### src/rtl/cva6_mem_req_arbiter_if.sv
`default_nettype none
`timescale 1ns/1ps
// +----------------------------------------------------------------------------+
// | Module      : cva6_mem_req_arbiter_if                                      |
// | Description : Bundle of request, memory-port and response signals for the |
// |               two-requester memory request arbiter. Signal suffixes keep   |
// |               the direction as seen from the arbiter.                      |
// |   slave  modport : arbiter side                                            |
// |   master modport : requesters + memory port side                           |
// | Revision    : 1.0 - initial release                                        |
// +----------------------------------------------------------------------------+
interface cva6_mem_req_arbiter_if #(
   parameter int ADDR_WIDTH = 64,
   parameter int DATA_WIDTH = 64,
   parameter int TID_WIDTH  = 2
);
   // icache refill requests (read only)
   logic                  icache_req_valid_i;
   logic                  icache_req_ready_o;
   logic [ADDR_WIDTH-1:0] icache_req_addr_i;
   logic [TID_WIDTH-1:0]  icache_req_tid_i;
   // dcache miss / write-through requests
   logic                  dcache_req_valid_i;
   logic                  dcache_req_ready_o;
   logic [ADDR_WIDTH-1:0] dcache_req_addr_i;
   logic                  dcache_req_we_i;
   logic [DATA_WIDTH-1:0] dcache_req_wdata_i;
   logic [TID_WIDTH-1:0]  dcache_req_tid_i;
   // shared memory request port, id = {source, tid}
   logic                  mem_req_valid_o;
   logic                  mem_req_ready_i;
   logic [ADDR_WIDTH-1:0] mem_req_addr_o;
   logic                  mem_req_we_o;
   logic [DATA_WIDTH-1:0] mem_req_wdata_o;
   logic [TID_WIDTH:0]    mem_req_id_o;
   // memory responses and their routed copies
   logic                  mem_rsp_valid_i;
   logic [TID_WIDTH:0]    mem_rsp_id_i;
   logic [DATA_WIDTH-1:0] mem_rsp_data_i;
   logic                  icache_rsp_valid_o;
   logic [TID_WIDTH-1:0]  icache_rsp_tid_o;
   logic [DATA_WIDTH-1:0] icache_rsp_data_o;
   logic                  dcache_rsp_valid_o;
   logic [TID_WIDTH-1:0]  dcache_rsp_tid_o;
   logic [DATA_WIDTH-1:0] dcache_rsp_data_o;
   // status
   logic                  idle_o;
   logic                  err_o;

   modport slave (
      input  icache_req_valid_i, icache_req_addr_i, icache_req_tid_i,
      input  dcache_req_valid_i, dcache_req_addr_i, dcache_req_we_i,
      input  dcache_req_wdata_i, dcache_req_tid_i,
      input  mem_req_ready_i, mem_rsp_valid_i, mem_rsp_id_i, mem_rsp_data_i,
      output icache_req_ready_o, dcache_req_ready_o,
      output mem_req_valid_o, mem_req_addr_o, mem_req_we_o, mem_req_wdata_o, mem_req_id_o,
      output icache_rsp_valid_o, icache_rsp_tid_o, icache_rsp_data_o,
      output dcache_rsp_valid_o, dcache_rsp_tid_o, dcache_rsp_data_o,
      output idle_o, err_o
   );

   modport master (
      output icache_req_valid_i, icache_req_addr_i, icache_req_tid_i,
      output dcache_req_valid_i, dcache_req_addr_i, dcache_req_we_i,
      output dcache_req_wdata_i, dcache_req_tid_i,
      output mem_req_ready_i, mem_rsp_valid_i, mem_rsp_id_i, mem_rsp_data_i,
      input  icache_req_ready_o, dcache_req_ready_o,
      input  mem_req_valid_o, mem_req_addr_o, mem_req_we_o, mem_req_wdata_o, mem_req_id_o,
      input  icache_rsp_valid_o, icache_rsp_tid_o, icache_rsp_data_o,
      input  dcache_rsp_valid_o, dcache_rsp_tid_o, dcache_rsp_data_o,
      input  idle_o, err_o
   );
endinterface
`default_nettype wire

### src/rtl/cva6_mem_req_arbiter.sv
`default_nettype none
`timescale 1ns/1ps
// +----------------------------------------------------------------------------+
// | Module      : cva6_mem_req_arbiter                                         |
// | Description : Arbitrates icache refill and dcache miss/write requests onto |
// |               one memory request port. One grant per cycle, registered in  |
// |               a one-entry output stage, tagged {source, tid}. Per-source   |
// |               outstanding counters throttle requesters; responses are      |
// |               routed back combinationally by id MSB.                       |
// | Ports       : clk_i  - clock, rising edge                                  |
// |               rst_i  - asynchronous active-high reset                      |
// |               bus    - cva6_mem_req_arbiter_if.slave (requests, memory     |
// |                        port, routed responses, idle_o, err_o)              |
// | Config      : CVA6_MEM_ARB_DCACHE_PRIO_EN - dcache always wins, no         |
// |               round-robin pointer. Undefined: round-robin.                 |
// | Revision    : 1.0 - initial release                                        |
// +----------------------------------------------------------------------------+
module cva6_mem_req_arbiter #(
   parameter int ADDR_WIDTH      = 64,
   parameter int DATA_WIDTH      = 64,
   parameter int TID_WIDTH       = 2,
   parameter int MAX_OUTSTANDING = 7
) (
   input  logic                   clk_i,
   input  logic                   rst_i,
   cva6_mem_req_arbiter_if.slave  bus
);

   localparam int c_cnt_width = $clog2(MAX_OUTSTANDING + 1);
   localparam logic [c_cnt_width-1:0] c_cnt_max = c_cnt_width'(MAX_OUTSTANDING);

   typedef enum logic [0:0] {
      ST_EMPTY = 1'b0,
      ST_HELD  = 1'b1
   } state_t;

   state_t                  r_state;
   logic [ADDR_WIDTH-1:0]   r_addr;
   logic                    r_we;
   logic [DATA_WIDTH-1:0]   r_wdata;
   logic [TID_WIDTH:0]      r_id;
   logic [c_cnt_width-1:0]  r_cnt_i;
   logic [c_cnt_width-1:0]  r_cnt_d;
   logic                    r_err;
`ifndef CVA6_MEM_ARB_DCACHE_PRIO_EN
   logic                    r_ptr;     // 0: icache preferred next, 1: dcache
`endif

   logic w_can_accept, w_cap_i, w_cap_d, w_elig_i, w_elig_d;
   logic w_win_i, w_win_d, w_ready_i, w_ready_d;
   logic w_grant_i, w_grant_d, w_grant, w_dec_i, w_dec_d, w_err_set;

   // The stage frees up in the same cycle the memory port takes the held request.
   assign w_can_accept = (r_state == ST_EMPTY) || bus.mem_req_ready_i;
   assign w_cap_i      = (r_cnt_i < c_cnt_max);
   assign w_cap_d      = (r_cnt_d < c_cnt_max);
   assign w_elig_i     = bus.icache_req_valid_i & w_cap_i;
   assign w_elig_d     = bus.dcache_req_valid_i & w_cap_d;

`ifdef CVA6_MEM_ARB_DCACHE_PRIO_EN
   assign w_win_d = w_elig_d;
   assign w_win_i = w_elig_i & ~w_elig_d;
`else
   assign w_win_i = w_elig_i & (~w_elig_d | ~r_ptr);
   assign w_win_d = w_elig_d & (~w_elig_i |  r_ptr);
`endif

   // A requester may also see ready while idle, provided the other side is not
   // competing for the slot.
   assign w_ready_i = ~rst_i & w_can_accept & w_cap_i & (w_win_i | ~bus.dcache_req_valid_i);
   assign w_ready_d = ~rst_i & w_can_accept & w_cap_d & (w_win_d | ~bus.icache_req_valid_i);
   assign w_grant_i = bus.icache_req_valid_i & w_ready_i;
   assign w_grant_d = bus.dcache_req_valid_i & w_ready_d;
   assign w_grant   = w_grant_i | w_grant_d;

   assign w_dec_i   = bus.mem_rsp_valid_i & ~bus.mem_rsp_id_i[TID_WIDTH];
   assign w_dec_d   = bus.mem_rsp_valid_i &  bus.mem_rsp_id_i[TID_WIDTH];
   // A response that arrives with nothing outstanding is a protocol error.
   assign w_err_set = (w_dec_i & ~w_grant_i & (r_cnt_i == '0)) |
                      (w_dec_d & ~w_grant_d & (r_cnt_d == '0));

   function automatic logic [c_cnt_width-1:0] f_cnt_next(
      input logic [c_cnt_width-1:0] cnt,
      input logic                   inc,
      input logic                   dec
   );
      logic [c_cnt_width-1:0] res;
      res = cnt;
      if (inc && !dec)
         res = cnt + c_cnt_width'(1);
      else if (dec && !inc && (cnt != '0))
         res = cnt - c_cnt_width'(1);
      return res;
   endfunction

   always_ff @(posedge clk_i or posedge rst_i) begin
      if (rst_i) begin
         r_state <= ST_EMPTY;
         r_addr  <= '0;
         r_we    <= 1'b0;
         r_wdata <= '0;
         r_id    <= '0;
         r_cnt_i <= '0;
         r_cnt_d <= '0;
         r_err   <= 1'b0;
`ifndef CVA6_MEM_ARB_DCACHE_PRIO_EN
         r_ptr   <= 1'b0;
`endif
      end else begin
         case (r_state)
            ST_EMPTY: begin
               if (w_grant)
                  r_state <= ST_HELD;
            end
            ST_HELD: begin
               if (bus.mem_req_ready_i && !w_grant)
                  r_state <= ST_EMPTY;
            end
            default: r_state <= ST_EMPTY;
         endcase

         // A grant only happens when the stage can accept, so loading here
         // never overwrites a request the memory port has not taken.
         if (w_grant) begin
            r_addr  <= w_grant_d ? bus.dcache_req_addr_i : bus.icache_req_addr_i;
            r_we    <= w_grant_d & bus.dcache_req_we_i;
            r_wdata <= w_grant_d ? bus.dcache_req_wdata_i : '0;
            r_id    <= w_grant_d ? {1'b1, bus.dcache_req_tid_i} : {1'b0, bus.icache_req_tid_i};
`ifndef CVA6_MEM_ARB_DCACHE_PRIO_EN
            r_ptr   <= w_grant_i;   // point at the requester that lost/was idle
`endif
         end

         r_cnt_i <= f_cnt_next(r_cnt_i, w_grant_i, w_dec_i);
         r_cnt_d <= f_cnt_next(r_cnt_d, w_grant_d, w_dec_d);
         if (w_err_set)
            r_err <= 1'b1;
      end
   end

   assign bus.icache_req_ready_o = w_ready_i;
   assign bus.dcache_req_ready_o = w_ready_d;
   assign bus.mem_req_valid_o    = (r_state == ST_HELD);
   assign bus.mem_req_addr_o     = r_addr;
   assign bus.mem_req_we_o       = r_we;
   assign bus.mem_req_wdata_o    = r_wdata;
   assign bus.mem_req_id_o       = r_id;

   assign bus.icache_rsp_valid_o = w_dec_i;
   assign bus.icache_rsp_tid_o   = bus.mem_rsp_id_i[TID_WIDTH-1:0];
   assign bus.icache_rsp_data_o  = bus.mem_rsp_data_i;
   assign bus.dcache_rsp_valid_o = w_dec_d;
   assign bus.dcache_rsp_tid_o   = bus.mem_rsp_id_i[TID_WIDTH-1:0];
   assign bus.dcache_rsp_data_o  = bus.mem_rsp_data_i;

   assign bus.idle_o = (r_state == ST_EMPTY) && (r_cnt_i == '0) && (r_cnt_d == '0);
   assign bus.err_o  = r_err;

endmodule
`default_nettype wire

### src/flat_wrapper.sv
// flat-port wrapper written by rule: the top's interface ports become plain ports
module cva6_mem_req_arbiter_flat 
#(
   parameter int ADDR_WIDTH      = 64,
   parameter int DATA_WIDTH      = 64,
   parameter int TID_WIDTH       = 2,
   parameter int MAX_OUTSTANDING = 7
)
  (clk_i, rst_i, bus_icache_req_valid_i, bus_icache_req_addr_i, bus_icache_req_tid_i, bus_dcache_req_valid_i, bus_dcache_req_addr_i, bus_dcache_req_we_i, bus_dcache_req_wdata_i, bus_dcache_req_tid_i, bus_mem_req_ready_i, bus_mem_rsp_valid_i, bus_mem_rsp_id_i, bus_mem_rsp_data_i, bus_icache_req_ready_o, bus_dcache_req_ready_o, bus_mem_req_valid_o, bus_mem_req_addr_o, bus_mem_req_we_o, bus_mem_req_wdata_o, bus_mem_req_id_o, bus_icache_rsp_valid_o, bus_icache_rsp_tid_o, bus_icache_rsp_data_o, bus_dcache_rsp_valid_o, bus_dcache_rsp_tid_o, bus_dcache_rsp_data_o, bus_idle_o, bus_err_o);
  cva6_mem_req_arbiter_if #(.ADDR_WIDTH(ADDR_WIDTH), .DATA_WIDTH(DATA_WIDTH), .TID_WIDTH(TID_WIDTH)) bus_i ();
  input  logic clk_i;
  input  logic rst_i;
  input wire logic [$bits(bus_i.icache_req_valid_i)-1:0] bus_icache_req_valid_i;
  input wire logic [$bits(bus_i.icache_req_addr_i)-1:0] bus_icache_req_addr_i;
  input wire logic [$bits(bus_i.icache_req_tid_i)-1:0] bus_icache_req_tid_i;
  input wire logic [$bits(bus_i.dcache_req_valid_i)-1:0] bus_dcache_req_valid_i;
  input wire logic [$bits(bus_i.dcache_req_addr_i)-1:0] bus_dcache_req_addr_i;
  input wire logic [$bits(bus_i.dcache_req_we_i)-1:0] bus_dcache_req_we_i;
  input wire logic [$bits(bus_i.dcache_req_wdata_i)-1:0] bus_dcache_req_wdata_i;
  input wire logic [$bits(bus_i.dcache_req_tid_i)-1:0] bus_dcache_req_tid_i;
  input wire logic [$bits(bus_i.mem_req_ready_i)-1:0] bus_mem_req_ready_i;
  input wire logic [$bits(bus_i.mem_rsp_valid_i)-1:0] bus_mem_rsp_valid_i;
  input wire logic [$bits(bus_i.mem_rsp_id_i)-1:0] bus_mem_rsp_id_i;
  input wire logic [$bits(bus_i.mem_rsp_data_i)-1:0] bus_mem_rsp_data_i;
  output wire logic [$bits(bus_i.icache_req_ready_o)-1:0] bus_icache_req_ready_o;
  output wire logic [$bits(bus_i.dcache_req_ready_o)-1:0] bus_dcache_req_ready_o;
  output wire logic [$bits(bus_i.mem_req_valid_o)-1:0] bus_mem_req_valid_o;
  output wire logic [$bits(bus_i.mem_req_addr_o)-1:0] bus_mem_req_addr_o;
  output wire logic [$bits(bus_i.mem_req_we_o)-1:0] bus_mem_req_we_o;
  output wire logic [$bits(bus_i.mem_req_wdata_o)-1:0] bus_mem_req_wdata_o;
  output wire logic [$bits(bus_i.mem_req_id_o)-1:0] bus_mem_req_id_o;
  output wire logic [$bits(bus_i.icache_rsp_valid_o)-1:0] bus_icache_rsp_valid_o;
  output wire logic [$bits(bus_i.icache_rsp_tid_o)-1:0] bus_icache_rsp_tid_o;
  output wire logic [$bits(bus_i.icache_rsp_data_o)-1:0] bus_icache_rsp_data_o;
  output wire logic [$bits(bus_i.dcache_rsp_valid_o)-1:0] bus_dcache_rsp_valid_o;
  output wire logic [$bits(bus_i.dcache_rsp_tid_o)-1:0] bus_dcache_rsp_tid_o;
  output wire logic [$bits(bus_i.dcache_rsp_data_o)-1:0] bus_dcache_rsp_data_o;
  output wire logic [$bits(bus_i.idle_o)-1:0] bus_idle_o;
  output wire logic [$bits(bus_i.err_o)-1:0] bus_err_o;
  assign bus_i.icache_req_valid_i = bus_icache_req_valid_i;
  assign bus_i.icache_req_addr_i = bus_icache_req_addr_i;
  assign bus_i.icache_req_tid_i = bus_icache_req_tid_i;
  assign bus_i.dcache_req_valid_i = bus_dcache_req_valid_i;
  assign bus_i.dcache_req_addr_i = bus_dcache_req_addr_i;
  assign bus_i.dcache_req_we_i = bus_dcache_req_we_i;
  assign bus_i.dcache_req_wdata_i = bus_dcache_req_wdata_i;
  assign bus_i.dcache_req_tid_i = bus_dcache_req_tid_i;
  assign bus_i.mem_req_ready_i = bus_mem_req_ready_i;
  assign bus_i.mem_rsp_valid_i = bus_mem_rsp_valid_i;
  assign bus_i.mem_rsp_id_i = bus_mem_rsp_id_i;
  assign bus_i.mem_rsp_data_i = bus_mem_rsp_data_i;
  assign bus_icache_req_ready_o = bus_i.icache_req_ready_o;
  assign bus_dcache_req_ready_o = bus_i.dcache_req_ready_o;
  assign bus_mem_req_valid_o = bus_i.mem_req_valid_o;
  assign bus_mem_req_addr_o = bus_i.mem_req_addr_o;
  assign bus_mem_req_we_o = bus_i.mem_req_we_o;
  assign bus_mem_req_wdata_o = bus_i.mem_req_wdata_o;
  assign bus_mem_req_id_o = bus_i.mem_req_id_o;
  assign bus_icache_rsp_valid_o = bus_i.icache_rsp_valid_o;
  assign bus_icache_rsp_tid_o = bus_i.icache_rsp_tid_o;
  assign bus_icache_rsp_data_o = bus_i.icache_rsp_data_o;
  assign bus_dcache_rsp_valid_o = bus_i.dcache_rsp_valid_o;
  assign bus_dcache_rsp_tid_o = bus_i.dcache_rsp_tid_o;
  assign bus_dcache_rsp_data_o = bus_i.dcache_rsp_data_o;
  assign bus_idle_o = bus_i.idle_o;
  assign bus_err_o = bus_i.err_o;
  cva6_mem_req_arbiter #(.ADDR_WIDTH(ADDR_WIDTH), .DATA_WIDTH(DATA_WIDTH), .TID_WIDTH(TID_WIDTH), .MAX_OUTSTANDING(MAX_OUTSTANDING)) u_core (.clk_i(clk_i), .rst_i(rst_i), .bus(bus_i));
endmodule
### config.mk
export PLATFORM = sky130hd
export DESIGN_NAME = cva6_mem_req_arbiter_flat
export DESIGN_NICKNAME = d
export VERILOG_FILES = /design/src/rtl/cva6_mem_req_arbiter_if.sv /design/src/rtl/cva6_mem_req_arbiter.sv /design/src/flat_wrapper.sv
export SDC_FILE = /design/constraint.sdc
export NUM_CORES = 1
export LEC_CHECK = 0
export ABC_AREA = 1
export CAP_MARGIN = 40
export CORE_AREA = 2 2 213 215
export CTS_CLUSTER_DIAMETER = 80
export DETAILED_ROUTE_END_ITERATION = 6
export DIE_AREA = 0 0 215 217
export PLACE_DENSITY_LB_ADDON = 0.08
export SLEW_MARGIN = 20
export SYNTH_ARGS = -nofsm -noshare
export SYNTH_HDL_FRONTEND = slang
export SYNTH_SLANG_ARGS = --single-unit
### constraint.sdc
create_clock -name clk_i -period 9.6 [get_ports clk_i]
set_clock_uncertainty 0.15 [all_clocks]
set_input_delay 2.4 -clock clk_i [delete_from_list [all_inputs] [get_ports clk_i]]
set_output_delay 2.4 -clock clk_i [all_outputs]
set_load 0.02 [all_outputs]
## Word level (Yosys, flattened, before mapping)

Index checks and enable logic that the tools add are counted.

- $add $sub $neg: 4
- Muxes and demuxes: 10
- Reduce and logical (&&, ||, !) cells: 21
- Magnitude comparators: 2
- Bitwise operators: 34

Operators with widths:

| cell | count |
|---|---|
| $mux W64 | 2 |
| $and A1 B1 Y1 | 18 |
| $mux W3 | 5 |
| $not A1 Y1 | 10 |
| $logic_and A1 B1 Y1 | 9 |
| $add A3 B1 Y3 const B | 2 |
| $logic_not A3 Y1 | 2 |
| $lt A3 B3 Y1 const B | 2 |
| $or A1 B1 Y1 | 6 |
| $reduce_bool A3 Y1 | 2 |
| $sub A3 B1 Y3 const B | 2 |
| $logic_not A1 Y1 | 5 |
| $reduce_bool A2 Y1 | 2 |
| $mux W1 | 2 |
| $pmux W1 S2 | 1 |
| $logic_or A1 B1 Y1 | 1 |

- Word-level logic and storage cells: 80
- Flip-flop bits (word level): 141
- Output and inout port bits: 271

## Longest topological paths before layout

Gate-level depths: netlist of the first run.

- Word-level depth: 13
- Gate-level depth with buffers: 10
- Gate-level depth less buffers: 9

## Least setup slack after synthesis of the first run

Ideal clock, no wire load.

- Path type: input to output
- Start point: in bus_mem_req_ready_i
- End point: out bus_dcache_req_ready_o
- Path slack: 4.048 ns
- Data required time: 7.050 ns
- Cell stages on the path: 4
- Arrival: 3.002 ns
- Cells stage by stage: nor2_1 nor2_4 nand2_1 nor2_1

- Cells in the longest elaborated chain, start to end: 4

RTL lines:

| what | line | text |
|---|---|---|
| start, declared | flat_wrapper.sv:21 | `input wire logic [$bits(bus_i.mem_req_ready_i)-1:0] bus_mem_req_ready_i;` |
| $logic_or A1 B1 Y1 | cva6_mem_req_arbiter.sv:54 | `assign w_can_accept = (r_state == ST_EMPTY) \|\| bus.mem_req_ready_i;` |
| $and A1 B1 Y1 (3 in series) | cva6_mem_req_arbiter.sv:71 | `assign w_ready_d = ~rst_i & w_can_accept & w_cap_d & (w_win_d \| ~bus.icache_req_valid_i);` |
| end, declared | flat_wrapper.sv:26 | `output wire logic [$bits(bus_i.dcache_req_ready_o)-1:0] bus_dcache_req_ready_o;` |

No other way between the ends.

## Worst setup path after layout of the first run

- Start point: in rst_i
- End point: out bus_dcache_req_ready_o

- Cells in the longest elaborated chain, start to end: 4

RTL lines:

| what | line | text |
|---|---|---|
| start, declared | flat_wrapper.sv:12 | `input logic rst_i;` |
| $not A1 Y1 | cva6_mem_req_arbiter.sv:71 |  |
| $and A1 B1 Y1 (3 in series) | cva6_mem_req_arbiter.sv:71 |  |

No other way between the ends.

==> results of run 1 <==
==> metal layers <==
metal	GRT usage	vias to the layer above
met5	0	-
met4	0.0416	0
met3	0.0576	56
met2	0.195	278
met1	0.143	2868
li1	-	2977
==> area by class of cell <==
class	instances	area, um^2
clock buffer	19	443
clock inverter	13	188
fill	4997	33900
inverter	19	78.8
multi-input combinational	523	2250
sequential	141	3530
tap	600	751
timing repair buffer	352	3600
==> synth_stat cells (all sizes together) <==
cell type  instances
buf              169
clkbuf             5
dfrtp            141
fa                 2
inv               19
nand2            287
nand3             18
nand3b             1
nand4              4
nor2              72
nor3               1
o211ai             1
o21ai            137
==> through the flow <==
| step | cells | cell area (um^2) | hold WS, ns | util |
|---|---|---|---|---|
| floorplan | 857 | 7100 | 0.346 | - |
| global placement | 1630 | 10100 | 0.304 | 0.226 |
| detailed placement | 1634 | 10200 | 0.308 | 0.228 |
| CTS | 1666 | 10800 | 0.324 | 0.242 |
| global route | 1667 | 10800 | 0.336 | 0.243 |
| finish | 1667 | 10800 | 0.319 | 0.243 |
==> registers in the layout (all words and copies together), names as in the netlist <==
signal / count
u_core.bus.mem_req_id_o: 3
u_core.r_cnt_i: 3
u_core.r_ptr: 1
u_core.bus.err_o: 1
u_core.bus.mem_req_we_o: 1
u_core.bus.mem_req_addr_o: 64
u_core.bus.mem_req_wdata_o: 64
u_core.bus.mem_req_valid_o: 1
u_core.r_cnt_d: 3
==> cell families (layout without fill, tap and decap cells) <==
family                   count (synthesis)  in the layout  synth area share
buffers and inverters                  193            403             0.187
adder cells (fa/ha/maj)                  2              2           0.00564
flip-flops                             141            141             0.497
AND/OR/NAND/NOR                        383            383             0.213
AO/OA/AOI/OAI                          138            138            0.0977
==> path summary, 6_finish.rpt <==
check                                                  to  cells after the start  slack, ns
max in group asynchronous   u_core.bus.mem_req_wdata_o[2]                      3       5.81
hold / removal             u_core.bus.mem_req_wdata_o[12]                      2       0.32
setup reg to reg            u_core.bus.mem_req_addr_o[43]                      8       6.89
min in group asynchronous   u_core.bus.mem_req_addr_o[22]                      2       2.33
hold reg to reg            u_core.bus.mem_req_wdata_o[12]                      2       0.32
setup / recovery                   bus_dcache_req_ready_o                      5       3.00
==> power by group <==
| part | internal (mW) | leakage, nW | switching, mW |
|---|---|---|---|
| combinational | 0.688 | 2.66 | 0.845 |
| sequential | 0.867 | 1.77 | 0.160 |
| clock | 0.443 | 0.300 | 0.297 |
| total | 2.00 | 4.73 | 1.30 |
==> worst register-to-register path, stage by stage (launching register included) <==
cell	delay, ns
dfrtp_1	0.41
nand3_1	0.16
nand3_1	0.18
nand2_1	0.13
nor2_4	0.39
buf_16	0.21
buf_12	0.43
o21ai_0	0.32
o21ai_0	0.24
==> flow_summary_export.csv, run 1 <==
group,metric,value,unit
status,status,"complete, no violations",
cts,clk_path_buf_depth,2,
yosys,synthTopCellsByArea,"dfrtp_1 (50%), buf_4 (15%), nand2_1 (15%), o21ai_1 (6.3%), nor2_1 (3.7%)",
floorplan,rows,78,
floorplan,die_w,215,um
floorplan,fp.dieArea,0.0467,mm^2
place,io_buffers,342,
route,finalWirelength,28.4,mm
grt,grt_pass1_vias,6505,
yosys,synth_seq_area_share,0.497,
route,dr.pass1.iters,6,
setup_path,cp-start-kind,"input port",
setup_path,crit_family,"buffers and inverters",
floorplan,die_h,217,um
sta,min_period,6.60,ns
layout,fin_nets,1326,
route,top_layer_used,"met4",
setup_path,crit_buf_inv,2,
yosys,ys_warn_count,0,
route,via_per_inst,3.71,
setup_path,r2r-start,"u_core.r_cnt_i[0]",
setup_path,slowest_delay,0.63,ns
power_and_ir_drop,finalPower,3.30,mW
setup_path,critPathKind,"in -> out",
sta,worstMarginPinSlew,0.807,ns
place,dp_slack,2.98,ns
layout,area_growth,52.8,%
cts,cts_tree,"done",
route,num_vias,6179,
setup_path,crit_arrival,4.05,ns
place,hpwl,19.8,mm
sta,finalSetupViolCount,0,
cts,numCtsBuffers,17,
setup_path,cp_max_fo,6,
setup_path,required,7.05,ns
power_and_ir_drop,vdd_ir_drop_max,0.100,mV
layout,diodes,0,
cts,clock_latency,0.45,ns
layout,final_common_cell,"clkdlybuf4s50_1",
sta,max_freq,0.151,GHz
layout,drive_gt1_frac,0.0487,
yosys,synth_cells,857,
setup_path,critPathLaunch,"rst_i",
route,wl_per_cell,17.0,um
route,dr_wl_met3,2.60,mm
sta,relSlewSlack,0.462,
sta,period_share,0.688,
yosys,syn_avg_cell_area,8.28,um^2
setup_path,crit_slowest_cell,"clkdlybuf4s50_1",
yosys,yosysTopAreaCell,"dfrtp_1",
place,gp_congestion,0.723,
yosys,synth_top_cell_area_share,0.497,
sta,hold_violations,0,
sta,tns,0,ns
route,wl_met2,13.3,mm
floorplan,boundaryPins,541,
setup_path,crit_path_frequent_cell,"clkdlybuf4s50_1",
cts,cts_sinks,141,
floorplan,design.core.area,0.0447,mm^2
sta,slew_violations,0,
yosys,syn_nets,1129,
yosys,ys_ff_latch,141,
grt,grt_max_degree,110,
hold_path,hp-start,"u_core.bus.mem_req_wdata_o[12]",
cts,root_buffer,"clkbuf_16",
hold_path,hp-class,"reg -> reg",
cts,cts-resized-gates,0,
yosys,syn_area,0.00710,mm^2
grt,antenna_found_initial,0,
route,wl_met1,11.9,mm
route,drt_iter0_markers,230,
power_and_ir_drop,p_leak,4.73,nW
layout,final_cell_mix,"clkdlybuf4s50_1 (342), nand2_1 (285), dfrtp_1 (141), o21ai_1 (90), nor2_1 (70)",
route,antenna_left,0,
cts,path_clk_slew,0.06,ns
grt,grt_pass1_wl,42.1,mm
job,maxCapViolations,0,
power_and_ir_drop,power.density,304,mW/mm^2
floorplan,start_util,0.159,
sta,rsz0062_at_grt,"false",
route,drc,0,
cts,hold_buffers,0,
setup_path,path_cells,"clkdlybuf4s50_1 -> nor2_4 -> nand2_1 -> nor2_1 -> clkdlybuf4s50_1",
cts,htree_levels,4,
grt,grt.total_usage,0.122,
setup_path,critical_path.endpoint_type,"primary output",
yosys,ys_types,20,
sta,worst_slack,3.00,ns
cts,post_cts_buffers,0,
grt,grt_remaining_overflow,0,
(Power assumes the default switching activity.)
==> run 2: changes to the inputs <==
Settings changed: CORE_AREA 2 2 213 215 to 2 2 209 211, DIE_AREA 0 0 215 217 to 0 0 211 213.
Clock period 9.6 ns to 6.4 ns, I/O delays scaled along.
==> flow_summary_export.csv, run 2 (same netlist as run 1, synthesis figures left out) <==
group,metric,value,unit
grt,grt.total_usage,0.123,
job,maxCapViolations,0,
sta,max_freq,0.193,GHz
route,finalWirelength,27.7,mm
sta,tns,0,ns
power_and_ir_drop,vdd_ir_drop_max,0.154,mV
setup_path,crit_slowest_cell,"clkdlybuf4s50_1",
setup_path,critical_path.endpoint_type,"primary output",
cts,hold_buffers,0,
cts,numCtsBuffers,17,
cts,post_cts_buffers,0,
setup_path,path_cells,"clkdlybuf4s50_1 -> nor2_1 -> nor2_4 -> nand2_1 -> nor2_1 -> clkdlybuf4s50_1",
layout,diodes,0,
grt,grt_pass1_wl,40.8,mm
route,num_vias,6143,
hold_path,hp-start,"u_core.bus.mem_req_wdata_o[53]",
sta,fin_hold_ws,0.318,ns
route,dr.pass1.iters,4,
setup_path,crit_arrival,3.43,ns
setup_path,crit_family,"buffers and inverters",
sta,period_share,0.810,
sta,finalSetupViolCount,0,
cts,root_buffer,"clkbuf_16",
place,post_dp_cell_area,0.0101,mm^2
layout,final_area,0.0106,mm^2
route,via_per_inst,3.82,
place,gp_congestion,0.692,
layout,fin_nets,1326,
setup_path,r2r_slack,3.80,ns
setup_path,critPathKind,"in -> out",
setup_path,crit_buf_inv,2,
floorplan,start_util,0.166,
cts,path_clk_slew,0.06,ns
sta,hold_violations,0,
floorplan,rows,76,
cts,cts_tree,"done",
hold_path,hp-class,"reg -> reg",
status,status,"complete, no violations",
hold_path,whs_endpoint,"u_core.bus.mem_req_wdata_o[53]",
floorplan,boundaryPins,541,
route,wl_per_cell,17.2,um
cts,cts_sinks,141,
floorplan,die_w,211,um
floorplan,fp.dieArea,0.0449,mm^2
power_and_ir_drop,power.density,446,mW/mm^2
grt,antenna_found_initial,0,
route,drc,0,
cts,clock_latency,0.44,ns
sta,relSlewSlack,0.497,
sta,rsz0062_at_grt,"false",
setup_path,r2r-start,"u_core.bus.mem_req_valid_o",
grt,grt_remaining_overflow,0,
hold_path,whs_path_depth,2,
setup_path,slowest_delay,0.71,ns
setup_path,cp_max_fo,6,
layout,n_fill_cell,4687,
place,place_inst,1581,
power_and_ir_drop,p_leak,4.68,nW
sta,worstMarginPinSlew,0.755,ns
cts,htree_levels,4,
setup_path,cp-start-kind,"input port",
grt,grt_pass1_vias,6381,
layout,area_growth,49.7,%
layout,final_common_cell,"clkdlybuf4s50_1",
floorplan,design.core.area,0.0427,mm^2
sta,slew_violations,0,
layout,stdcell_count,1610,
setup_path,reg2reg_depth,9,
grt,grt_max_degree,78,
route,antenna_left,0,
cts,cts-resized-gates,0,
route,drt_iter0_markers,265,
setup_path,required,4.65,ns
place,io_buffers,342,
layout,final_cell_mix,"clkdlybuf4s50_1 (342), nand2_1 (285), dfrtp_1 (141), o21ai_1 (90), nor2_1 (70)",
layout,drive_gt1_frac,0.0461,
sta,min_period,5.18,ns
setup_path,r2r-end,"u_core.bus.mem_req_addr_o[6]",
floorplan,die_h,213,um
cts,clk_path_buf_depth,2,
place,hpwl,19.8,mm
power_and_ir_drop,finalPower,4.74,mW
run 2: changes by cell type in the layout (fill, tap and decap cells not counted), sizes merged:
cell	change
bufinv	-4
clkbuf	+3
clkinv	+2
clkinvlp	-2
inv	-2
run 2: worst max path at each step:
stage	slack [ns]	cells after the start	start	endpoint
finish	1.22	6	bus_mem_req_ready_i	bus_dcache_req_ready_o
global placement	1.10	6	bus_mem_req_ready_i	bus_dcache_req_ready_o
global route	1.08	6	bus_mem_req_ready_i	bus_dcache_req_ready_o
detailed placement	1.08	6	bus_mem_req_ready_i	bus_dcache_req_ready_o
floorplan	0.87	1	rst_i	u_core.bus.err_o
CTS	1.08	6	bus_mem_req_ready_i	bus_dcache_req_ready_o
run 2: final cells by class:
type	count	area, um^2	area share
Clock buffer	22	484	0.0456
Clock inverter	7	41.3	0.00389
Inverter	19	78.8	0.00742
Multi-Input combinational cell	523	2250	0.212
Sequential cell	141	3530	0.332
Tap cell	546	683	0.0643
Timing Repair Buffer	352	3560	0.335
run 2: metrics by stage:
stage,worst slack (ns),utilization
final,1.22,0.249
after global routing,1.08,0.249
after CTS,1.08,0.249
after detailed placement,1.08,0.236
after global placement,1.10,0.236
after floorplan,0.869,-
run 2: tightest hold or removal path, stage by stage, from the launching register on:
cell and delay (ns):
dfrtp_1 0.34, nand2_1 0.05, nand2_1 0.05
run 2: where the power goes:
group	leakage, nW	switching [mW]	internal (mW)
registers	1.77	0.229	1.30
clock network	0.263	0.408	0.527
logic	2.65	1.25	1.02
total	4.68	1.89	2.85
run 2: per-layer routing:
metal / GRT usage / vias up / routed length [um]
li1: - / 2972 / -
met4: 0.0488 / 0 / 762
met1: 0.143 / 2796 / 11500
met2: 0.191 / 332 / 12500
met3: 0.0622 / 43 / 2930
met5: 0 / - / 0
